[src/rtl/key_entry_sequencer_if.sv]
// Keypad/arithmetic-core bundle for the key entry sequencer.
// Latency: none, wires only.
// Backpressure: calcReq is held until calcAck; resultValid is a single-cycle pulse.
interface key_entry_sequencer_if #(
    parameter int WIDTH = 16
);
    logic             newDigit;
    logic             newOp;
    logic [3:0]       clickedMatrix;
    logic             calcAck;
    logic             resultValid;
    logic [WIDTH-1:0] result;
    logic             calcErr;
    logic [WIDTH-1:0] operandA;
    logic [WIDTH-1:0] operandB;
    logic [3:0]       opCode;
    logic             calcReq;
    logic [WIDTH-1:0] displayValue;
    logic             errorFlag;
    logic [2:0]       entryState;

    // Sequencer side
    modport master (
        input  newDigit, newOp, clickedMatrix, calcAck, resultValid, result, calcErr,
        output operandA, operandB, opCode, calcReq, displayValue, errorFlag, entryState
    );

    // Keypad decoder / arithmetic core / display side
    modport slave (
        output newDigit, newOp, clickedMatrix, calcAck, resultValid, result, calcErr,
        input  operandA, operandB, opCode, calcReq, displayValue, errorFlag, entryState
    );
endinterface

[src/rtl/key_entry_sequencer.sv]
// Turns keypad clicks into key events, builds decimal operands, requests a calculation on '='.
// Latency: a key event detected in cycle n is visible on all registered outputs in cycle n+1.
// Backpressure: calcReq held until calcAck is sampled; key events are dropped while a calculation is in flight.
module key_entry_sequencer #(
    parameter int WIDTH      = 16,
    parameter int MAX_DIGITS = 4
) (
    input logic                   clk,
    input logic                   reset_n,
    key_entry_sequencer_if.master bus
);
    localparam int CW = $clog2(MAX_DIGITS + 1);
    localparam logic [CW-1:0]    MAX_CNT = CW'(MAX_DIGITS);
    localparam logic [CW-1:0]    ONE_CNT = CW'(1);
    localparam logic [WIDTH-1:0] TEN     = WIDTH'(10);

    typedef enum logic [2:0] {
        ENTER_A  = 3'd0,
        ENTER_B  = 3'd1,
        REQUEST  = 3'd2,
        WAIT_RES = 3'd3,
        SHOW_RES = 3'd4
    } state_t;

    state_t           state_q, state_d;
    logic             press_q;
    logic [WIDTH-1:0] a_q, a_d, b_q, b_d, disp_q, disp_d;
    logic [3:0]       op_q, op_d;
    logic [CW-1:0]    cnta_q, cnta_d, cntb_q, cntb_d;
    logic             err_q, err_d, req_q, req_d;

    logic             press, key_evt, dig_evt, arith_evt, eq_evt;
    logic [WIDTH-1:0] code_w, acc_a, acc_b;

    // A click becomes one event on its rising edge; both lines high counts as a digit
    assign press     = bus.newDigit | bus.newOp;
    assign key_evt   = press & ~press_q;
    assign dig_evt   = key_evt & bus.newDigit & (bus.clickedMatrix <= 4'd9);
    assign arith_evt = key_evt & ~bus.newDigit & (bus.clickedMatrix >= 4'd1) & (bus.clickedMatrix <= 4'd4);
    assign eq_evt    = key_evt & ~bus.newDigit & (bus.clickedMatrix == 4'd14);
    assign code_w    = {{(WIDTH-4){1'b0}}, bus.clickedMatrix};
    assign acc_a     = a_q * TEN + code_w;
    assign acc_b     = b_q * TEN + code_w;

    // State register
    always_ff @(posedge clk or negedge reset_n) begin
        if (!reset_n) state_q <= ENTER_A;
        else          state_q <= state_d;
    end

    // Next-state selection from key events and the core handshake
    always_comb begin
        state_d = state_q;
        case (state_q)
            ENTER_A:  if (arith_evt) state_d = ENTER_B;
            ENTER_B:  if (eq_evt && cntb_q != '0) state_d = REQUEST;
            REQUEST:  if (bus.calcAck) state_d = WAIT_RES;
            WAIT_RES: if (bus.resultValid) state_d = SHOW_RES;
            SHOW_RES: begin
                if (dig_evt)                   state_d = ENTER_A;
                else if (arith_evt && !err_q)  state_d = ENTER_B;
            end
            default:  state_d = ENTER_A;
        endcase
    end

    // Datapath next values; digits beyond the cap leave the operand untouched
    always_comb begin
        a_d    = a_q;
        b_d    = b_q;
        disp_d = disp_q;
        op_d   = op_q;
        cnta_d = cnta_q;
        cntb_d = cntb_q;
        err_d  = err_q;
        case (state_q)
            ENTER_A: begin
                if (dig_evt) begin
                    if (cnta_q < MAX_CNT) begin
                        a_d    = acc_a;
                        cnta_d = cnta_q + ONE_CNT;
                    end
                    disp_d = a_d;
                end else if (arith_evt) begin
                    op_d   = bus.clickedMatrix;
                    b_d    = '0;
                    cntb_d = '0;
                    disp_d = '0;
                end
            end
            ENTER_B: begin
                if (dig_evt) begin
                    if (cntb_q < MAX_CNT) begin
                        b_d    = acc_b;
                        cntb_d = cntb_q + ONE_CNT;
                    end
                    disp_d = b_d;
                end else if (arith_evt && cntb_q == '0) begin
                    op_d = bus.clickedMatrix;
                end
            end
            WAIT_RES: begin
                if (bus.resultValid) begin
                    disp_d = bus.result;
                    err_d  = bus.calcErr;
                end
            end
            SHOW_RES: begin
                if (dig_evt) begin
                    a_d    = code_w;
                    cnta_d = ONE_CNT;
                    err_d  = 1'b0;
                    disp_d = code_w;
                end else if (arith_evt && !err_q) begin
                    // Chain: the result becomes operand A and is closed to further digits
                    a_d    = disp_q;
                    cnta_d = MAX_CNT;
                    op_d   = bus.clickedMatrix;
                    b_d    = '0;
                    cntb_d = '0;
                    disp_d = '0;
                end
            end
            default: ;
        endcase
        req_d = (state_d == REQUEST);
    end

    // Datapath and output registers, including the click edge detector
    always_ff @(posedge clk or negedge reset_n) begin
        if (!reset_n) begin
            press_q <= 1'b0;
            a_q     <= '0;
            b_q     <= '0;
            disp_q  <= '0;
            op_q    <= '0;
            cnta_q  <= '0;
            cntb_q  <= '0;
            err_q   <= 1'b0;
            req_q   <= 1'b0;
        end else begin
            press_q <= press;
            a_q     <= a_d;
            b_q     <= b_d;
            disp_q  <= disp_d;
            op_q    <= op_d;
            cnta_q  <= cnta_d;
            cntb_q  <= cntb_d;
            err_q   <= err_d;
            req_q   <= req_d;
        end
    end

    assign bus.operandA     = a_q;
    assign bus.operandB     = b_q;
    assign bus.opCode       = op_q;
    assign bus.calcReq      = req_q;
    assign bus.displayValue = disp_q;
    assign bus.errorFlag    = err_q;
    assign bus.entryState   = state_q;
endmodule

[src/flat_wrapper.sv]
// flat-port wrapper written by rule: the top's interface ports become plain ports
module key_entry_sequencer_flat 
#(
    parameter int WIDTH      = 16,
    parameter int MAX_DIGITS = 4
)
  (clk, reset_n, bus_newDigit, bus_newOp, bus_clickedMatrix, bus_calcAck, bus_resultValid, bus_result, bus_calcErr, bus_operandA, bus_operandB, bus_opCode, bus_calcReq, bus_displayValue, bus_errorFlag, bus_entryState);
  key_entry_sequencer_if #(.WIDTH(WIDTH)) bus_i ();
  input logic clk;
  input logic reset_n;
  input wire logic [$bits(bus_i.newDigit)-1:0] bus_newDigit;
  input wire logic [$bits(bus_i.newOp)-1:0] bus_newOp;
  input wire logic [$bits(bus_i.clickedMatrix)-1:0] bus_clickedMatrix;
  input wire logic [$bits(bus_i.calcAck)-1:0] bus_calcAck;
  input wire logic [$bits(bus_i.resultValid)-1:0] bus_resultValid;
  input wire logic [$bits(bus_i.result)-1:0] bus_result;
  input wire logic [$bits(bus_i.calcErr)-1:0] bus_calcErr;
  output wire logic [$bits(bus_i.operandA)-1:0] bus_operandA;
  output wire logic [$bits(bus_i.operandB)-1:0] bus_operandB;
  output wire logic [$bits(bus_i.opCode)-1:0] bus_opCode;
  output wire logic [$bits(bus_i.calcReq)-1:0] bus_calcReq;
  output wire logic [$bits(bus_i.displayValue)-1:0] bus_displayValue;
  output wire logic [$bits(bus_i.errorFlag)-1:0] bus_errorFlag;
  output wire logic [$bits(bus_i.entryState)-1:0] bus_entryState;
  assign bus_i.newDigit = bus_newDigit;
  assign bus_i.newOp = bus_newOp;
  assign bus_i.clickedMatrix = bus_clickedMatrix;
  assign bus_i.calcAck = bus_calcAck;
  assign bus_i.resultValid = bus_resultValid;
  assign bus_i.result = bus_result;
  assign bus_i.calcErr = bus_calcErr;
  assign bus_operandA = bus_i.operandA;
  assign bus_operandB = bus_i.operandB;
  assign bus_opCode = bus_i.opCode;
  assign bus_calcReq = bus_i.calcReq;
  assign bus_displayValue = bus_i.displayValue;
  assign bus_errorFlag = bus_i.errorFlag;
  assign bus_entryState = bus_i.entryState;
  key_entry_sequencer #(.WIDTH(WIDTH), .MAX_DIGITS(MAX_DIGITS)) u_core (.clk(clk), .reset_n(reset_n), .bus(bus_i));
endmodule
[config.mk]
export PLATFORM = sky130hd
export DESIGN_NAME = key_entry_sequencer_flat
export DESIGN_NICKNAME = d
export VERILOG_FILES = /design/src/rtl/key_entry_sequencer_if.sv /design/src/rtl/key_entry_sequencer.sv /design/src/flat_wrapper.sv
export SDC_FILE = /design/constraint.sdc
export NUM_CORES = 1
export LEC_CHECK = 0
export ABC_AREA = 1
export BUFFER_PORTS_ARGS = -buffer_cell sky130_fd_sc_hd__buf_4
export CAP_MARGIN = 15
export CORE_UTILIZATION = 25
export CTS_BUF_LIST = sky130_fd_sc_hd__clkbuf_8
export CTS_CLUSTER_DIAMETER = 80
export DETAILED_ROUTE_END_ITERATION = 10
export PLACE_DENSITY = 0.37
export SLEW_MARGIN = 10
export SYNTH_ARGS = -nofsm -noshare
export SYNTH_HDL_FRONTEND = slang
export SYNTH_SLANG_ARGS = --single-unit
export TNS_END_PERCENT = 20
[constraint.sdc]
create_clock -name clk -period 3.7 [get_ports clk]
set_clock_uncertainty 0.1 [all_clocks]
set_input_delay 0.555 -clock clk [delete_from_list [all_inputs] [get_ports clk]]
set_output_delay 0.555 -clock clk [all_outputs]
set_load 0.005 [all_outputs]
==> results.py, run 1 <==
metrics = {
    "drt": {
        "via_per_inst": 4.62,
        "routedWlPerCell_um": 15.5,
        "remaining_drc_errors": 0,
        "firstDrtPassIters": 4,
        "wl_um": 19100,
        "num_vias": 5695,
        "drtIter0Drc": 222,
        "antenna_left": 0,
    },
    "clock_tree": {
        "cts-root-buf": "clkbuf_8",
        "h-tree-depth": 3,
        "clockBufferDepth": 2,
        "ctsResizeCount": 0,
        "cts_buffers": 9,
        "cts_tree": "built",
        "cts_post_setup_buffers_inserted": 0,
        "clkTransAtPathRegs_ns": 0.08,
        "cts_hold_buf": 0,
        "clock-sinks": 64,
        "clock_latency_ns": 0.37,
    },
    "timing": {
        "slew_headroom_pct": 40.3,
        "final_max_slew_viol_count": 0,
        "period_share_pct": 87.3,
        "period_minus_slack_ns": 3.23,
        "hold_viol": 0,
        "setup-violations-final": 0,
        "setup_tns_ns": 0,
        "rsz0062_at_grt": "no",
        "tightestPinTransition_ns": 0.896,
        "max_freq_ghz": 0.310,
        "setup_ws_ns": 0.470,
    },
    "finish": {
        "final_common_cell": "nand2_1",
        "num-nets-final": 1028,
        "num_antenna_cells": 0,
        "final_cell_mix": "nand2_1 (277), inv_1 (92), buf_4 (90), nand3_1 (71), nor2_1 (70)",
        "finish.utilization_pct": 30.5,
        "area_growth_pct": 19.5,
        "drive_above_1_share_pct": 14.7,
    },
    "critical_path": {
        "cpMaxStageDelayCell": "fa_1",
        "cp.depth": 18,
        "cpMostUsedCell": "nand2_1",
        "r2r_cells": 18,
        "required_ns": 3.86,
        "cp_top_family": "adder cells",
        "worstPathMaxFanout": 5,
        "crit_path_max_incr_delay_ns": 0.55,
        "start_kind": "register",
        "cp.buffers_inverters": 1,
        "cp-end-kind": "register",
        "crit_chain": "ha_1, ha_1, fa_1, nand2_1, nor2_1, nand2_1, nand2_1, nand2_1, nor2_1, nand3_1, inv_1, nand3_1, nand2_1, nand3_1, a22oi_1, nand2_1, nand2_1, nand2_1",
        "cp.arrival_ns": 3.38,
        "path_class": "reg -> reg",
    },
    "floorplanning": {
        "fp.dieW_um": 154,
        "pin_count": 84,
        "core_area_um2": 22700,
        "initial_core_util_pct": 25.6,
        "dieArea_um2": 23800,
        "rows": 55,
        "die_y_um": 154,
    },
    "logic_synthesis": {
        "yosys.area.top_type": "dfrtp_1",
        "synth_area_um2": 5800,
        "yosysSeqAreaShare_pct": 27.6,
        "synth_edf_count": 0,
        "netlist_instances": 860,
        "synth_fp_nets": 946,
        "async_reset_ff_share_pct": 100,
        "synth_area_leaders": "dfrtp_1 (28%), nand2_1 (18%), ha_1 (12%), nand3_1 (6.1%), inv_1 (5.8%)",
        "ys_ff_latch": 64,
        "ys_warn_count": 0,
        "ys_types": 53,
        "synth_top_flop_cell": "dfrtp_1",
        "syn_area_per_cell_um2": 6.75,
        "synth_top_area_share_pct": 27.6,
    },
    "flow_run": {
        "maxCapViolations": 0,
    },
    "power": {
        "vdd_drop_max_v": 0.000262,
        "p_int_mw": 3.14,
        "combPwrFrac_pct": 69.3,
        "leakage_nw": 3.73,
        "clkPwrFrac_pct": 10.5,
        "p_sw_share_pct": 52.1,
        "p_sw_mw": 3.42,
        "seq_power_share_pct": 20.2,
        "pwr_density_cell_nw_per_um2": 947,
    },
    "place": {
        "gp_congestion": 0.847,
        "pre_cts_ws_ns": 0.427,
        "io_buffers": 83,
        "hpwlAfterDp_um": 15100,
    },
    "run_status": {
        "status": "finished, final reports clean",
    },
    "global_routing": {
        "antenna_found_initial": 0,
        "grt_max_degree": 65,
        "grt_pass1_wl_um": 31000,
        "groute.usage.overall_pct": 16.7,
        "grt.overflow.total": 0,
        "grt_pass1_vias": 5728,
    },
    "min_path": {
        "hp-class": "in -> async",
    },
}
-- power by group through the flow --
stage,sequential (mW),combinational (mW),clock (mW)
floorplan,1.23,3.36,0
global placement,1.36,4.67,0
detailed placement,1.36,4.64,0
CTS,1.34,4.66,0.713
global route,1.38,5.27,0.741
finish,1.33,4.55,0.688
-- cells in the mapped netlist, types with 2 or more instances --
master and n:
a22oi_1 6, a31oi_1 4, nand4_1 12, inv_1 89, nand2_2 3, or2_2 4, nand2_1 277, nor2_1 70
o21ai_1 19, o21a_1 5, nand3b_1 5, nor3_1 6, a21oi_2 2, nand3_1 71, o21ai_0 32, o22ai_1 2
o21bai_1 3, buf_6 3, clkinv_1 2, nand3_2 3, ha_1 55, nor2_2 8, a2bb2oi_1 4, nor2_4 4
fa_1 4, o211ai_1 6, a21oi_1 40, xor2_1 7, xnor2_1 7, buf_2 6, a41oi_1 2, clkbuf_1 8
inv_2 8, dfrtp_1 64
-- metal layers --
layer	share of wire (%)	global-route usage, %	vias up
met5	0	0	-
met4	1.4	4.05	0
met3	3.4	2.75	20
met2	45	27.5	106
met1	50	22.6	2567
li1	-	-	3002
-- stage by stage --
step	cells	hold slack, ns	power, mW	cell area [µm²]
2_1_floorplan	860	0.159	4.59	5800
3_3_place_gp	1216	0.390	6.03	6720
3_5_place_dp	1216	0.378	5.99	6720
4_1_cts	1232	0.249	6.72	6930
5_1_grt	1232	0.272	7.40	6930
6_report	1232	0.210	6.57	6930
-- cells by family (layout without fill, tap and decap cells) --
family | count (synthesis) | count (layout) | synth area share (%)
multiplexers | 1 | 1 | 0.194
AO/OA/AOI/OAI | 134 | 134 | 13.7
flip-flops | 64 | 64 | 27.6
adder cells (fa/ha/maj) | 59 | 59 | 13.2
XOR/XNOR | 14 | 14 | 2.11
AND/OR/NAND/NOR | 470 | 470 | 34.8
buffers and inverters | 118 | 205 | 8.39
-- area by class of cell --
class	instances	area, µm²
clock inverter	6	76.3
timing repair buffer	90	676
tap	285	357
fill	2565	15800
clock buffer	10	138
multi-input combinational	678	3710
sequential	64	1600
inverter	99	372
-- worst paths after layout --
kind,slack [ns],from,to
min in group clk,0.30,bus_newOp,u_core.press_q
min,0.21,reset_n,u_core.bus.displayValue[2]
max,0.47,u_core.bus.operandB[1],u_core.bus.displayValue[12]
max reg2reg,0.47,u_core.bus.operandB[1],u_core.bus.displayValue[12]
max in group asynchronous,2.69,reset_n,u_core.bus.operandB[11]
min reg2reg,0.40,u_core.bus.opCode[0],u_core.bus.opCode[0]
-- state kept, by name, indices dropped and copies added (netlist names), 3 cells and up --
register,cells
u_core.bus.displayValue,16
u_core.bus.entryState,3
u_core.bus.opCode,4
u_core.bus.operandA,16
u_core.bus.operandB,16
u_core.cnta_q,3
u_core.cntb_q,3
-- worst register-to-register path, stage by stage (launching register included) --
cell,delay (ns)
dfrtp_1,0.45
ha_1,0.32
ha_1,0.26
fa_1,0.55
nand2_1,0.08
nor2_1,0.09
nand2_1,0.08
nand2_1,0.06
nand2_1,0.06
nor2_1,0.17
nand3_1,0.16
inv_1,0.10
nand3_1,0.07
nand2_1,0.06
nand3_1,0.11
a22oi_1,0.23
nand2_1,0.08
nand2_1,0.06
nand2_1,0.05
Note: power is estimated with default switching activity, not from simulation.
==> run 2, diff against run 1 <==
--- a/config.mk
+++ b/config.mk
@@ -8,11 +8,14 @@
 export ABC_AREA = 1
 export BUFFER_PORTS_ARGS = -buffer_cell sky130_fd_sc_hd__buf_4
 export CAP_MARGIN = 15
-export CORE_UTILIZATION = 25
+export CELL_PAD_IN_SITES_DETAIL_PLACEMENT = 0
+export CELL_PAD_IN_SITES_GLOBAL_PLACEMENT = 1
+export CORE_UTILIZATION = 43
 export CTS_BUF_LIST = sky130_fd_sc_hd__clkbuf_8
 export CTS_CLUSTER_DIAMETER = 80
 export DETAILED_ROUTE_END_ITERATION = 10
-export PLACE_DENSITY = 0.37
+export GPL_ROUTABILITY_DRIVEN = 0
+export PLACE_DENSITY = 0.8
 export SLEW_MARGIN = 10
 export SYNTH_ARGS = -nofsm -noshare
 export SYNTH_HDL_FRONTEND = slang
==> run 2 against run 1 <==
Wire length decreased by 12%. Total power down 0.49%. Global-route usage rose by 8.3 points. Largest power group unchanged. Register-to-register slack gained 0.07 ns. Clock power is 1% higher. Sequential power barely moved. Non-clock buffer count is 2 lower. Combinational power fell by 1%. Die area down 41%. Via count grew 3.9%. Sequential share of layout area grew 0.49 points. Critical endpoint is now u_core.bus.displayValue[13]. Setup slack better by 0.072 ns.
==> results.py, run 2 (synthesis results as in run 1) <==
metrics = {
    "critical_path": {
        "setup.worst_path.start": "u_core.bus.operandA[1]",
        "reg2reg_from": "u_core.bus.operandA[1]",
        "cp-end-kind": "register",
        "cp.arrival_ns": 3.30,
        "worstPathMaxFanout": 6,
        "path_class": "reg -> reg",
        "start_kind": "register",
        "required_ns": 3.84,
    },
    "floorplanning": {
        "rows": 42,
        "core_area_um2": 13200,
        "dieArea_um2": 14000,
        "pin_count": 84,
        "fp.dieW_um": 118,
        "die_y_um": 118,
        "initial_core_util_pct": 44.0,
    },
    "clock_tree": {
        "cts-root-buf": "clkbuf_8",
        "h-tree-depth": 3,
        "clock-sinks": 64,
        "clockBufferDepth": 2,
        "cts_post_setup_buffers_inserted": 0,
        "clock_latency_ns": 0.36,
        "clkTransAtPathRegs_ns": 0.08,
        "cts_tree": "built",
        "cts_hold_buf": 0,
        "cts_buffers": 9,
        "ctsResizeCount": 0,
    },
    "timing": {
        "period_minus_slack_ns": 3.16,
        "final_max_slew_viol_count": 0,
        "slew_headroom_pct": 41.6,
        "setup_tns_ns": 0,
        "setup-violations-final": 0,
        "period_share_pct": 85.3,
        "max_freq_ghz": 0.317,
        "rsz0062_at_grt": "no",
        "tightestPinTransition_ns": 0.876,
        "hold_viol": 0,
    },
    "drt": {
        "wl_um": 16800,
        "antenna_left": 0,
        "drt-met1-wl_um": 7940,
        "drtIter0Drc": 358,
        "remaining_drc_errors": 0,
        "wl_met3_um": 754,
        "firstDrtPassIters": 5,
        "via_per_inst": 5.28,
        "routedWlPerCell_um": 15.0,
        "route.met2.wl_um": 7770,
        "num_vias": 5916,
        "top_layer_used": "met4",
    },
    "finish": {
        "drive_above_1_share_pct": 14.6,
        "area_growth_pct": 17.0,
        "instances_no_fill": 1120,
        "final_common_cell": "nand2_1",
        "final_cell_mix": "nand2_1 (277), inv_1 (90), buf_4 (88), nand3_1 (71), nor2_1 (70)",
        "num_antenna_cells": 0,
        "num-nets-final": 1026,
    },
    "power": {
        "pwr_density_cell_nw_per_um2": 963,
        "leakage_nw": 3.72,
        "vdd_drop_max_v": 0.000317,
    },
    "global_routing": {
        "grt_max_degree": 65,
        "groute.usage.overall_pct": 25.0,
        "grt.overflow.total": 0,
        "antenna_found_initial": 0,
        "grt_pass1_wl_um": 28000,
        "grt_pass1_vias": 5633,
    },
    "place": {
        "dpl.cell_count": 1105,
        "hpwlAfterDp_um": 13200,
        "io_buffers": 83,
    },
    "min_path": {
        "hp-class": "in -> async",
    },
    "flow_run": {
        "maxCapViolations": 0,
    },
    "run_status": {
        "status": "finished, final reports clean",
    },
}
-- run 2: layer usage --
metal / vias to the layer above / global-route usage (%)
met2: 176 / 41.0
met3: 23 / 3.72
met4: 0 / 7.29
met1: 2717 / 33.9
li1: 3000 / -
met5: - / 0
-- run 2: area by class of cell --
cell class | count | area (µm²)
Clock buffer | 11 | 151
Clock inverter | 4 | 68.8
Fill cell | 1359 | 6400
Inverter | 99 | 372
Multi-Input combinational cell | 678 | 3710
Sequential cell | 64 | 1600
Tap cell | 176 | 220
Timing Repair Buffer | 88 | 661
-- run 2: where the power goes --
group	leakage, nW	total [mW]	switching (mW)	internal (mW)
logic	2.79	4.49	2.70	1.79
registers	0.808	1.35	0.384	0.965
clock network	0.117	0.696	0.287	0.409
total	3.72	6.54	3.37	3.16
-- run 2: path summary, 6_finish.rpt --
check	to	slack, ns	cells past startpoint
setup / recovery	u_core.bus.displayValue[13]	0.54	16
hold / removal	u_core.bus.operandB[13]	0.20	1
setup reg to reg	u_core.bus.displayValue[13]	0.54	16
hold reg to reg	u_core.bus.opCode[3]	0.40	1
max in group asynchronous	u_core.bus.entryState[2]	2.71	1
min in group clk	u_core.press_q	0.31	2
-- run 2: worst max-delay path, cell delays in order, from the launching register on --
cell	delay, ns
dfrtp_1	0.46
ha_1	0.32
ha_1	0.26
fa_1	0.46
xnor2_1	0.18
nor2_1	0.21
nand3_1	0.12
nor2_1	0.18
nand3_1	0.10
nor2_1	0.17
nand2_1	0.07
nand3_1	0.07
nand2_1	0.09
nand2_1	0.06
nand3_1	0.08
nand2_1	0.08
nand2_1	0.05
-- run 2: per-stage QoR --
stage | utilization [%] | instance area [µm²] | hold WS [ns] | worst slack [ns] | power, mW
after floorplan | - | 5800 | 0.159 | 0.828 | 4.59
after global placement | 49.8 | 6570 | 0.378 | 0.632 | 5.77
after detailed placement | 49.8 | 6570 | 0.378 | 0.557 | 5.84
after CTS | 51.5 | 6790 | 0.239 | 0.536 | 6.56
after global routing | 51.5 | 6790 | 0.276 | 0.155 | 7.24
final | 51.5 | 6790 | 0.197 | 0.543 | 6.54
==> run 3, diff against run 2 <==
--- a/config.mk
+++ b/config.mk
@@ -6,8 +6,7 @@
 export NUM_CORES = 1
 export LEC_CHECK = 0
 export ABC_AREA = 1
-export BUFFER_PORTS_ARGS = -buffer_cell sky130_fd_sc_hd__buf_4
-export CAP_MARGIN = 15
+export BUFFER_PORTS_ARGS = -buffer_cell sky130_fd_sc_hd__buf_2
 export CELL_PAD_IN_SITES_DETAIL_PLACEMENT = 0
 export CELL_PAD_IN_SITES_GLOBAL_PLACEMENT = 1
 export CORE_UTILIZATION = 43
==> run 3 against run 2 <==
First-iteration DRC count up 2.5%. Die area unchanged. Critical path depth up 2. Critical endpoint is now u_core.bus.displayValue[14]. Non-clock buffer count up 2. Utilization down 1.9 points. Largest cell class unchanged. Combinational power down 3%. Via count down 0.63%.
==> results.py, run 3 (synthesis results as in run 1) <==
metrics = {
    "floorplanning": {
        "rows": 42,
        "core_area_um2": 13200,
        "initial_core_util_pct": 44.0,
        "fp.dieW_um": 118,
        "pin_count": 84,
        "dieArea_um2": 14000,
        "die_y_um": 118,
    },
    "timing": {
        "final_max_slew_viol_count": 0,
        "period_minus_slack_ns": 3.18,
        "setup-violations-final": 0,
        "setup_tns_ns": 0,
        "hold_viol": 0,
        "rsz0062_at_grt": "no",
        "setup_ws_ns": 0.517,
        "period_share_pct": 86.0,
        "max_freq_ghz": 0.314,
        "slew_headroom_pct": 46.7,
        "whs_ns": 0.298,
        "tightestPinTransition_ns": 0.799,
    },
    "finish": {
        "final_cell_mix": "nand2_1 (277), inv_1 (91), buf_2 (83), nand3_1 (71), nor2_1 (70)",
        "num_antenna_cells": 0,
        "area_growth_pct": 12.6,
        "fillCellCount": 1389,
        "num-nets-final": 1028,
        "drive_above_1_share_pct": 14.6,
        "final_common_cell": "nand2_1",
    },
    "critical_path": {
        "cp-end-kind": "register",
        "worstPathMaxFanout": 5,
        "path_class": "reg -> reg",
        "regToRegSetupSlack_ns": 0.52,
        "cp.arrival_ns": 3.33,
        "rr_endpoint": "u_core.bus.displayValue[14]",
        "reg2reg_from": "u_core.bus.operandB[1]",
        "r2r_cells": 18,
        "required_ns": 3.85,
        "start_kind": "register",
    },
    "place": {
        "hpwlAfterDp_um": 13200,
        "io_buffers": 83,
        "pre_cts_ws_ns": 0.530,
    },
    "clock_tree": {
        "clockBufferDepth": 2,
        "cts-root-buf": "clkbuf_8",
        "clock_latency_ns": 0.36,
        "cts_buffers": 9,
        "clkTransAtPathRegs_ns": 0.07,
        "ctsResizeCount": 0,
        "h-tree-depth": 3,
        "cts_tree": "built",
        "clock-sinks": 64,
    },
    "flow_run": {
        "maxCapViolations": 0,
    },
    "min_path": {
        "hold_path_end": "u_core.press_q",
        "worstHoldStart": "bus_newOp",
        "hp-class": "in -> reg",
        "whs_path_depth": 2,
    },
    "global_routing": {
        "grt_pass1_wl_um": 27000,
        "grt_max_degree": 50,
        "groute.usage.overall_pct": 24.3,
        "antenna_found_initial": 0,
        "grt.overflow.total": 0,
        "grt_pass1_vias": 5406,
    },
    "drt": {
        "antenna_left": 0,
        "via_per_inst": 5.24,
        "num_vias": 5879,
        "drtIter0Drc": 367,
        "wl_um": 16600,
        "remaining_drc_errors": 0,
        "firstDrtPassIters": 5,
        "routedWlPerCell_um": 14.8,
    },
    "power": {
        "leakage_nw": 3.65,
        "pwr_density_cell_nw_per_um2": 949,
        "vdd_drop_max_v": 0.000324,
        "fin_total_pwr_mw": 6.20,
    },
    "run_status": {
        "status": "finished, final reports clean",
    },
}
-- run 3: changes by cell type in the layout (fill, tap and decap cells not counted), sizes merged --
cell,before,now
bufinv,2,0
clkbuf,11,9
clkinv,3,5
buf,88,89
clkinvlp,0,1
dlygate4sd3,0,1
inv,98,99
-- run 3: worst max path at each step --
stage / startpoint / end / slack (ns) / cells after the start
2_1_floorplan: u_core.bus.operandB[1] / u_core.bus.displayValue[14] / 0.83 / 18
3_3_place_gp: u_core.bus.operandA[1] / u_core.bus.displayValue[15] / 0.65 / 16
3_5_place_dp: u_core.bus.operandB[1] / u_core.bus.displayValue[14] / 0.53 / 18
4_1_cts: u_core.bus.operandB[1] / u_core.bus.displayValue[14] / 0.52 / 18
5_1_grt: u_core.bus.operandA[1] / u_core.bus.displayValue[15] / 0.16 / 16
6_report: u_core.bus.operandB[1] / u_core.bus.displayValue[14] / 0.52 / 18
-- run 3: report_power, final --
group | switching, mW | internal (mW)
clock | 0.279 | 0.230
combinational | 2.70 | 1.66
sequential | 0.366 | 0.965
total | 3.35 | 2.86
-- run 3: routing by layer --
metal | share of wire [%] | global-route usage, %
met1 | 47 | 32.3
met2 | 46 | 40.1
met3 | 5.2 | 4.78
met4 | 1.8 | 6.81
met5 | 0 | 0
-- run 3: worst max-delay path: stages, from the launching register on --
cell,delay [ns]
dfrtp_1,0.42
ha_1,0.31
ha_1,0.26
fa_1,0.58
nand2_1,0.08
nor2_1,0.09
nand2_1,0.07
nand2_1,0.06
nand2_1,0.06
nor2_1,0.16
nand3_1,0.16
nor3_2,0.22
nand2_1,0.08
nand2_1,0.07
nand3_1,0.06
nand2_1,0.09
nand3_1,0.07
nor2_1,0.10
nor2_1,0.04
-- run 3: stage by stage --
step / instances / utilization [%] / cell area [µm²]
after floorplan: 860 / - / 5800
after global placement: 1106 / 48.3 / 6370
after detailed placement: 1106 / 48.3 / 6370
after CTS: 1122 / 49.5 / 6530
after global routing: 1122 / 49.5 / 6530
final: 1122 / 49.5 / 6530
-- run 3: timing repair --
action / 4_1_cts / 5_1_grt
buffers inserted: 0 / 0
endpoints found under the hold margin: 4 / 0
hold buffers: 1 / 0
-- run 3: area by class of cell --
cell class	count	area (µm²)	share of cell area, %
Clock inverter	6	30.0	0.460
Timing Repair Buffer	90	470	7.20
Sequential cell	64	1600	24.5
Inverter	99	372	5.69
Clock buffer	9	124	1.90
Multi-Input combinational cell	678	3710	56.9
Tap cell	176	220	3.37
